### src/rtl/i2s_tx.sv
// I2S transmitter: takes one mono sample per frame over valid/ready and sends it
// MSB first in both the left and right slots, with bclk/lrclk derived from clk.
module i2s_tx #(
    parameter int DATA_W   = 24,
    parameter int SLOT_W   = 32,
    parameter int BCLK_DIV = 4
) (
    input  logic              clk,
    input  logic              rst,
    input  logic [DATA_W-1:0] sam_in,
    input  logic              sam_valid,
    output logic              sam_ready,
    output logic              bclk,
    output logic              lrclk,
    output logic              sdata,
    output logic              frame_start,
    output logic              underrun
);

    localparam int CNT_W = $clog2(2 * SLOT_W);
    localparam int DIV_W = $clog2(BCLK_DIV);

    localparam logic [DIV_W-1:0]  DIV_LAST = DIV_W'(BCLK_DIV - 1);
    localparam logic [DIV_W-1:0]  DIV_ONE  = DIV_W'(1);
    localparam logic [CNT_W-1:0]  BIT_LAST = CNT_W'(2 * SLOT_W - 1);
    localparam logic [CNT_W-1:0]  SLOT_N   = CNT_W'(SLOT_W);
    localparam logic [CNT_W-1:0]  DATA_N   = CNT_W'(DATA_W);
    localparam logic [CNT_W-1:0]  CNT_ONE  = CNT_W'(1);
    localparam logic [DATA_W-1:0] LSB_ONE  = DATA_W'(1);

    logic [DIV_W-1:0]  div_cnt;
    logic [CNT_W-1:0]  bit_cnt;
    logic [CNT_W-1:0]  bit_next;
    logic [CNT_W-1:0]  slot_pos;
    logic [DATA_W-1:0] hold_reg;
    logic [DATA_W-1:0] frame_word;
    logic [DATA_W-1:0] bit_mask;
    logic              full;
    logic              full_next;
    logic              accept;
    logic              fall_evt;
    logic              frame_evt;
    logic              load;
    logic              sdata_next;

    // Handshake: a sample transfers on any clk edge where sam_valid && sam_ready;
    // sam_ready is a registered !full, and sam_in is ignored while it is low.
    assign accept = sam_valid && sam_ready;

    // The falling bclk edge is the terminal divider count while bclk is high.
    assign fall_evt  = bclk && (div_cnt == DIV_LAST);
    assign bit_next  = (bit_cnt == BIT_LAST) ? '0 : bit_cnt + CNT_ONE;
    assign frame_evt = fall_evt && (bit_next == '0);
    assign load      = frame_evt && full;

    assign slot_pos  = (bit_next >= SLOT_N) ? bit_next - SLOT_N : bit_next;
    assign bit_mask  = LSB_ONE << (DATA_N - slot_pos);

    always_comb begin
        sdata_next = 1'b0;
        // Position 0 carries the one-bit I2S delay; positions past DATA_W are padding.
        if ((slot_pos >= CNT_ONE) && (slot_pos <= DATA_N)) begin
            sdata_next = |(frame_word & bit_mask);
        end
    end

    always_comb begin
        full_next = full;
        // A load decides on the pre-edge state, so an accept racing an empty load
        // still reports underrun and the new sample waits for the next frame.
        if (load) begin
            full_next = 1'b0;
        end else if (accept) begin
            full_next = 1'b1;
        end
    end

    always_ff @(posedge clk) begin
        if (!rst) begin
            div_cnt     <= '0;
            bit_cnt     <= BIT_LAST;
            bclk        <= 1'b0;
            lrclk       <= 1'b0;
            sdata       <= 1'b0;
            full        <= 1'b0;
            sam_ready   <= 1'b1;
            hold_reg    <= '0;
            frame_word  <= '0;
            frame_start <= 1'b0;
            underrun    <= 1'b0;
        end else begin
            full        <= full_next;
            sam_ready   <= !full_next;
            frame_start <= frame_evt;
            underrun    <= frame_evt && !full;

            if (accept) begin
                hold_reg <= sam_in;
            end
            if (load) begin
                frame_word <= hold_reg;
            end

            if (div_cnt == DIV_LAST) begin
                div_cnt <= '0;
                bclk    <= !bclk;
            end else begin
                div_cnt <= div_cnt + DIV_ONE;
            end

            // Serial outputs move only on falling bclk so the codec samples on rising.
            if (fall_evt) begin
                bit_cnt <= bit_next;
                lrclk   <= (bit_next >= SLOT_N);
                sdata   <= sdata_next;
            end
        end
    end

endmodule

### config.mk
export PLATFORM = sky130hd
export DESIGN_NAME = i2s_tx
export DESIGN_NICKNAME = d
export VERILOG_FILES = /design/src/rtl/i2s_tx.sv
export SDC_FILE = /design/constraint.sdc
export NUM_CORES = 1
export LEC_CHECK = 0
export CORE_ASPECT_RATIO = 0.7
export CORE_MARGIN = 1.5
export CORE_UTILIZATION = 45
export CTS_CLUSTER_DIAMETER = 80
export DETAILED_ROUTE_END_ITERATION = 10
export PLACE_DENSITY_LB_ADDON = 0.25
export SLEW_MARGIN = 20
export SYNTH_ARGS = -nofsm -noshare
export SYNTH_HDL_FRONTEND = slang
export SYNTH_SLANG_ARGS = --single-unit
export TNS_END_PERCENT = 20
### constraint.sdc
create_clock -name clk -period 2.8 [get_ports clk]
set_clock_uncertainty 0.15 [all_clocks]
set_input_delay 0.84 -clock clk [delete_from_list [all_inputs] [get_ports clk]]
set_output_delay 0.84 -clock clk [all_outputs]
set_load 0.03 [all_outputs]
Yosys cells after proc, flatten, opt, wreduce, memory -nomap -nowiden
Index checks and enable logic that the tools add are counted.
- add/subtract/negate cells: 4
- magnitude comparators: 3
- equal/unequal tests: 2
- shift-type cells: 1
- mux-type cells: 5
- bitwise operators: 2
- reductions and logical operators: 12
- operators by type and width (kind ; number):
    24-bit bitwise AND ; 1
    24-bit OR reduction ; 1
    1-bit by 6-bit << shifter with 24-bit output, first input constant ; 1
    6-bit two-way mux ; 2
    6-bit by 1-bit adder with 6-bit output, second input constant ; 1
    6-bit == test, second input constant ; 1
    6-bit by 1-bit >= comparator with 1-bit output, second input constant ; 1
    6-bit >= comparator, second input constant ; 1
    6-bit by 5-bit less-or-equal comparator with 1-bit output, second input constant ; 1
    1-bit logical AND ; 6
    6-bit zero test ; 1
    5-bit by 6-bit subtractor with 6-bit output, first input constant ; 1
    6-bit subtractor, second input constant ; 1
    1-bit zero test ; 3
    1-bit two-way mux ; 3
    2-bit by 1-bit adder with 2-bit output, second input constant ; 1
    2-bit == test, second input constant ; 1
    2-bit OR reduction ; 1
    1-bit inverter ; 1
- flip-flop bits (word level): 63
- input port bits: 27
- output and inout port bits: 6
- word-level logic and storage cells: 40

Longest topological paths before layout
Gate-level depths: netlist of the first run.
- depth after elaboration: 9
- mapped depth: 10
- depth with buffers taken out: 8

Worst setup path before layout of the first run
OpenSTA, ideal clock, no wires.
- path kind: reg-to-reg
- from: reg bit_cnt[0]
- to: reg sdata
- arrival time: 1.983 ns
- data required time: 2.535 ns
- path slack: 0.552 ns
- cell stages (with the launch flop): 11
- path buffers: 2
- path through: dfxtp_1 -> buf_2 -> inv_1 -> ha_1 -> clkbuf_1 -> a221oi_1 -> a21oi_1 -> a221oi_2 -> mux2i_1 -> mux2_2 -> a31o_1
- longest elaborated chain between the ends: 9
- elaborated cells between the ends (all ways): 14
- ends and longest elaborated chain (what ; line ; text):
    start: declaration ; 32 ; logic [CNT_W-1:0] bit_cnt;
    start signal: assignment ; 113 ; bit_cnt <= bit_next;
    6-bit by 1-bit adder with 6-bit output or 6-bit == test (tied branches) ; 52 ; assign bit_next = (bit_cnt == BIT_LAST) ? '0 : bit_cnt + CNT_ONE;
    6-bit two-way mux * ; 52 ;
    6-bit subtractor or 6-bit >= comparator (tied branches) ; 56 ; assign slot_pos = (bit_next >= SLOT_N) ? bit_next - SLOT_N : bit_next;
    6-bit two-way mux * ; 56 ;
    5-bit by 6-bit subtractor with 6-bit output ; 57 ; assign bit_mask = LSB_ONE << (DATA_N - slot_pos);
    1-bit by 6-bit << shifter with 24-bit output ; 57 ;
    24-bit bitwise AND ; 63 ; sdata_next = |(frame_word & bit_mask);
    24-bit OR reduction ; 63 ;
    1-bit two-way mux * ; 62 ; if ((slot_pos >= CNT_ONE) && (slot_pos <= DATA_N)) begin
    end signal: assignment ; 115 ; sdata <= sdata_next;
    end: declaration ; 15 ; output logic sdata,
Mark *: on every way between the ends. The rest lies on a longest branch, timed or not.
A chain may end at the register's enable or synchronous reset.

Final worst setup path of the first run
- from: reg bit_cnt[1]
- to: reg sdata
The elaborated chain is that of the path after synthesis.

==> results of run 1 <==
-- logic make-up after synthesis --
kind of cell | count (synthesis) | synth area share [%]
AO/OA/AOI/OAI | 66 | 17.1
XOR/XNOR | 4 | 1.23
adder cells (fa/ha/maj) | 6 | 2.64
buffers and inverters | 24 | 4.40
flip-flops | 63 | 44.4
multiplexers | 30 | 10.9
AND/OR/NAND/NOR | 112 | 19.3
-- layout by cell type, fill, tap and decap left out, types with 3 or more instances in the layout --
master | netlist | final
clkinv_2 | 0 | 3
dfxtp_1 | 63 | 63
nor3_1 | 5 | 5
xor2_1 | 3 | 3
inv_1 | 3 | 3
a21boi_0 | 24 | 24
and2_1 | 6 | 6
mux2i_1 | 26 | 26
clkbuf_8 | 0 | 10
o21ai_0 | 6 | 6
nor2b_1 | 25 | 25
a21oi_1 | 9 | 9
a22oi_1 | 4 | 4
ha_1 | 6 | 6
nor2_1 | 6 | 6
nand2_1 | 57 | 57
buf_4 | 0 | 8
clkdlybuf4s50_1 | 0 | 32
-- cell type report --
class	count	area (sq um)	share of cell area (%)
clock buffer	11	141	4.17
clock inverter	4	22.5	0.664
timing repair buffer	41	400	11.8
multi-input combinational	218	1460	42.9
tap	75	93.8	2.77
sequential	63	1260	37.2
inverter	4	15.0	0.443
-- cells in the mapped netlist (all sizes together), types with 5 or more instances --
master	count
a21boi	25
a21oi	9
and2	6
buf	8
clkbuf	12
dfxtp	63
ha	6
mux2i	26
nand2	59
nor2	7
nor2b	25
nor3	5
o21ai	9
-- path summary, 6_finish.rpt --
check	from	end	slack, ps	depth (start not counted)
setup / recovery	bit_cnt[1]	sdata	340	7
setup reg to reg	bit_cnt[1]	sdata	340	7
hold reg to reg	div_cnt[0]	div_cnt[0]	280	1
hold / removal	div_cnt[0]	div_cnt[0]	280	1
-- power breakdown --
group / switching [mW] / internal, mW / total [mW]
sequential: 0.0175 / 0.926 / 0.943
clock: 0.331 / 0.335 / 0.666
combinational: 0.0649 / 0.0784 / 0.143
total: 0.413 / 1.34 / 1.75
-- layer usage --
layer	part of all wire (%)	vias to the layer above
li1	-	1112
met1	50	965
met2	42	59
met3	5.4	10
met4	1.6	0
met5	0	-
==> flow_results.org, run 1 <==
** Layout
- Proportion of layout cells with a drive suffix above 1 :: 10.9%
- Count of fill cells added during filler insertion :: 528
- Diodes inserted :: 0
- At the end of the flow the core is filled with cells to 57.5%.
- Layout Cells excl Fill :: 416
- Post-layout instance area :: between 0.003 and 0.004 sq mm
- Area grow syn2layout :: 19.3%
- Net count reported at finish :: 370

** CTS
- CTS Buffer Depth :: 2
- The number of gates resized after CTS was 0.
- In this run, CTS created clock tree buffers numbering 9.
- Clk Latency, worst-skew pair :: 340 ps
- The tree built by TritonCTS fans out to 63 sinks.
- Clock tree from TritonCTS :: done
- In this run the clock root is driven by a clkbuf_8.
- Clock transition at the register clock pins on the worst setup and hold paths after CTS :: around 60 ps
- Number of hold buffers added after cts :: 0
- Post-CTS Setup Bufs :: 0
- H-Tree Level Count :: 3

** Drt
- Number of vias per cell :: 5.16
- Detailed Route Iter0 Violations :: approximately 140
- Count of vias placed by the detailed router :: 2,146
- The routed design has 5.48 mm of wire.
- After detailed routing, the average wire length per cell comes to 13.2 um.
- Post-route antenna net violation count :: 0
- For this run, design rule violations remaining after detail routing come to 0.
- The pre-antenna-repair detailed-routing pass consisted of 4 iterations.

** Worst hold path
- Worst Hold Class :: reg2reg

** Synthesis
- Cell type with the largest total area after synthesis :: dfxtp_1
- In this run, synthesis produced a sequential element count of 63.
- Count of cell types in the netlist :: ~50
- Async set-or-reset flop fraction in the synthesized netlist :: 0%
- The number of nets in the synthesized netlist is about 340.
- Yosys attributes the largest share of cell area to dfxtp_1 (44%), mux2i_1 (9.2%), nand2_1 (7.5%), a21boi_0 (6.3%), nor2b_1 (5.5%).
- In this run the mean area of a mapped cell was 9.32 sq um.
- Sequential cell area fraction in the yosys report :: 44.4%
- Post-synthesis cell count :: 305
- In the synthesized netlist the dominant register cell turns out to be dfxtp_1.
- Number of enable flip-flop cells after synthesis :: 0
- The share of synthesized area in the top cell type comes to 44.4%.
- Total standard cell area after synthesis :: 0.00284 sq mm
- Warning count from the yosys run :: 0

** Place
- Once detailed placement completed, the half-perimeter wirelength came to 3.75 mm.
- Count of port buffers added during placement :: 32
- Counting tap cells, the placed design contains a total of 401 instances.
- Pre-CTS setup slack :: about 380 ps
- After detailed placement, the total cell area comes to 0.00323 sq mm.
- The congestion estimate from routability-driven global placement came to 0.829.

** Floorplan
- Pin placement for this block handled 33 I/O pins.
- Effective utilization at floorplan :: 48.2%
- From left edge to right edge, the die measures roughly 100 um.
- Area of the core :: about 0.006 sq mm
- Measured along the y axis, the die boundary spans a little under 70 um.
- Die ar. :: ~0.0068 sq mm
- Number of cell rows :: 23

** Global routing
- The first global-routing pass estimated 9.33 mm of wire.
- Global routing usage on met1 :: between 20% and 30%
- Global routing used 24.5% of the available met2 tracks.
- Busiest grt layer :: met2
- Final global-route overflow total :: 0
- Global routing used 17.0% of the available tracks across all layers.
- Met3 layer usage reported by global route :: 5.34%
- Vias in the first global route :: 2,017
- The initial antenna violation count is 0.
- Entering global routing, the biggest net connects 63 pins.

** Worst setup path
- Among all stages on the critical path, the largest delay is contributed by dfxtp_1.
- WP data arrival :: ~2600 ps
- Largest delay share family, worst path :: simple AND/OR/NAND/NOR gates
- Type of element launching the critical path :: register
- CP Max Fanout :: 11
- STA puts the critical path data required time at 2880 ps.
- Buf/Inv on CP :: 0
- Worst setup path category :: reg2reg
- Slowest Stage Delay on Critical Path :: 570 ps
- STA classifies the critical path endpoint as a register.
- The signal on the critical path passes through ha_1 -> nand2_1 -> nor2_2 -> a2111oi_2 -> nor3_1 -> mux2_2 -> a31o_1.

** STA
- Worst relative slew slack :: 73.0%
- Final Max Slew Viols :: 0
- Worst hold-check slack :: 277 ps
- Transition time at the pin with the least slew margin :: 405 ps
- Fraction of the cycle the final worst path needs :: 88.0%
- Based on the critical path, the design can be clocked at up to around 410 MHz.
- Setup violations remaining at the end of the flow were counted as 0.
- Setup repair after global routing missed its margin :: no
- Counting I/O delays and the setup requirement, the final critical path takes 2460 ps.
- In the final timing run, aggregate negative setup slack is 0 ps.
- In the post-route analysis, the smallest setup slack over all paths is roughly 340 ps.
- The count of endpoints failing hold in the final timing report came to 0.

** Power
- Cell Pwr Density :: 517 mW/mm^2
- The analysis attributes to cell leakage a power of 1.50 nW.
- Worst vdd rail ir drop :: 0.302 mV
- Total power draw :: between 1.5 and 2 mW

** Run
- Max-cap violations :: 0

** Run status
- The flow ran to the end, and the final reports show no timing, DRC or antenna violations.
Note: power is estimated with default switching activity, not from simulation.
==> inputs of run 2 (changes only) <==
Settings changed: CAP_MARGIN set to 20.
==> results of run 2 <==
No change in the layout: final DEF, timing and power equal those of run 1.
==> variant (flow settings as in run 2) <==
Put one more register stage on the output `underrun`, with the module's reset. The value now appears one clock later. The other outputs are not delayed to match.
--- a/src/rtl/i2s_tx.sv
+++ b/src/rtl/i2s_tx.sv
@@ -27,6 +27,8 @@
     localparam logic [CNT_W-1:0]  DATA_N   = CNT_W'(DATA_W);
     localparam logic [CNT_W-1:0]  CNT_ONE  = CNT_W'(1);
     localparam logic [DATA_W-1:0] LSB_ONE  = DATA_W'(1);
+
+    logic underrun_s0;
 
     logic [DIV_W-1:0]  div_cnt;
     logic [CNT_W-1:0]  bit_cnt;
@@ -87,12 +89,12 @@
             hold_reg    <= '0;
             frame_word  <= '0;
             frame_start <= 1'b0;
-            underrun    <= 1'b0;
+            underrun_s0 <= 1'b0;
         end else begin
             full        <= full_next;
             sam_ready   <= !full_next;
             frame_start <= frame_evt;
-            underrun    <= frame_evt && !full;
+            underrun_s0 <= frame_evt && !full;
 
             if (accept) begin
                 hold_reg <= sam_in;
@@ -117,5 +119,13 @@
         end
     end
 
+    always_ff @(posedge clk) begin
+        if (!rst) begin
+            underrun <= '0;
+        end else begin
+            underrun <= underrun_s0;
+        end
+    end
+
 endmodule
 
Function: changed (Yosys sat finds a counterexample within 10 cycles, from zero or initial values and one cycle with rst low).
==> variant against run 2 <==
  * Area after synthesis up 5.6%
  * Fmax down 0.35%
  * Sequential power up 1%
  * Core utilization down 1.3 points
  * Count of clock-buffer cells in the layout down 1
  * Sequential cell count up 1
  * Routed wire length up 14%
  * Total power up 2.0%
  * Synthesized cell count up 16%
  * Final area up 4.9%
  * Die area up 5.4%
  * Via count up 14%
  * Worst setup slack worse by 0.0087 ns
  * Highest routed layer unchanged
==> variant: results (changes against run 2) <==
Vias in the first global route = 2229 (was 2017)
Post-Place Cells = 462 (was 401)
Post-synth ARST share = 0% (unchanged)
Synth top area cells = dfxtp_1 (43%), nand2_1 (14%), a21boi_0 (6.0%) (was dfxtp_1 (44%), mux2i_1 (9.2%), nand2_1 (7.5%))
Crit Reg-Reg Startpoint = bit_cnt[0] (was bit_cnt[1])
Slew Viols, Final = 0 (unchanged)
Post-CTS setup buffers = 0 (unchanged)
Layout cell share with drive strength beyond 1 = 9.82% (was 10.9%)
Pre-Repair DR Iteration Count = 4 (unchanged)
Worst r2r path cells = 8 (was 7)
First-pass GRT wire length = 10.8 mm (was 9.33 mm)
CP max stage cell = dfxtp_1 (unchanged)
Worst vdd ir = 0.000349 V (was 0.000302 V)
Worst reg-to-reg setup slack = 0.33 ns
Worst-path maximum fanout = 7 (was 11)
Power density over cell area = 502 nW/um^2 (was 517 nW/um^2)
Clock share of power = 38.3% (was 38.0%)
Diodes inserted = 0 (unchanged)
Kind of cell adding the most delay to the critical path = simple AND/OR/NAND/NOR gates (unchanged)
Leak = 1.29 nW (was 1.50 nW)
Synth cell count leaders = nand2_1 (112), dfxtp_1 (64), a21boi_0 (24), a21boi_1 (24), clkbuf_1 (17) (was dfxtp_1 (63), nand2_1 (57), mux2i_1 (26))
Total global-route track usage = 19.2% (was 17.0%)
Cell Int Power = 0.00134 W (about the same)
Outcome = finished, final reports clean (unchanged)
Crit. Startpoint = bit_cnt[0] (was bit_cnt[1])
Non-filler cells in the finished layout = 478 (was 416)
RePlAce Congestion = 0.909 (was 0.829)
Sequential share of power = 53.5% (was 53.8%)
Synth Instances = 355 (was 305)
Initial antenna violation count = 0 (unchanged)
Initial detailed-routing violation count = 164 (was 144)
Post-cts resize count = 0 (unchanged)
DP Wirelength = 4.35 mm (was 3.75 mm)
Vias/cell = 5.11 (was 5.16)
Worst EP arrival = 2.54 ns (was 2.55 ns)
Post-place instance area = 3380 um^2 (was 3230 um^2)
CTS Buffer Depth = 2 (unchanged)
Number of port buffers = 32 (unchanged)
Final #Nets = 415 (was 370)
WL per Instance = 13.1 um (was 13.2 um)
Fill count = 588 (was 528)
Critical path class = reg2reg (unchanged)
Cts bufs inserted = 9 (unchanged)
Post-synthesis sequential area ratio = 42.7% (was 44.4%)
Synthesized Nets = 388 (was 338)
Max incr delay on CP = 0.46 ns (was 0.57 ns)
Clock Pin Slew Worst Setup and Hold Paths = 0.07 ns
Later-pin clock latency in the skew report = 0.34 ns (about the same)
Max_slew headroom = 64.7% (was 73.0%)
Unique masters post-synth = 55 (was 49)
-- variant: cell types whose count changed in the layout (fill, tap and decap cells not counted), sizes merged, moves of 3 or more --
cell    before  now
nand2       59  113
a21boi      25   50
mux2i       26    2
nor2b       25    2
nand3        3    9
a21oi        9    6
mux2         4    1
-- variant: how the worst min path moves through the flow --
stage,from,endpoint,slack [ns],depth (start not counted)
2_1_floorplan,div_cnt[0],div_cnt[0],0.25,1
3_3_place_gp,div_cnt[0],div_cnt[0],0.26,1
3_5_place_dp,div_cnt[0],div_cnt[0],0.27,1
4_1_cts,div_cnt[0],div_cnt[0],0.28,1
5_1_grt,div_cnt[0],div_cnt[0],0.30,1
6_report,div_cnt[0],div_cnt[0],0.27,1
-- variant: routing by layer --
metal | share of wire, % | global-route usage [%]
met4 | 0.75 | 6.57
met2 | 44 | 29.3
met5 | 0 | 0
met1 | 50 | 26.5
met3 | 5.6 | 5.27
-- variant: metrics by stage --
stage	hold slack, ns	worst slack [ns]	utilization, %
2_1_floorplan	0.253	0.408	-
3_3_place_gp	0.261	0.402	53.4
3_5_place_dp	0.268	0.309	53.4
4_1_cts	0.279	0.315	56.1
5_1_grt	0.303	0.109	56.1
6_report	0.273	0.328	56.1
-- variant: final cells by class --
class / instances / share of cell area, %
multi-input cells: 263 / 44.4
flip-flops and latches: 64 / 36.0
clock buffers: 10 / 3.59
inverters: 3 / 0.317
clock inverters: 6 / 1.27
repair buffers: 41 / 11.3
well taps: 91 / 3.20
-- variant: cells by family (layout without fill, tap and decap cells) --
kind of cell	count (synthesis)	after routing	synth area share (%)
buffers and inverters	28	60	4.71
DFF	64	64	42.7
adders and majority gates	6	6	2.50
muxes	3	3	1.17
xor gates and xnor gates	7	7	2.92
AOI/OAI and AO/OA	87	87	21.7
and+or+nand+nor	160	160	24.3
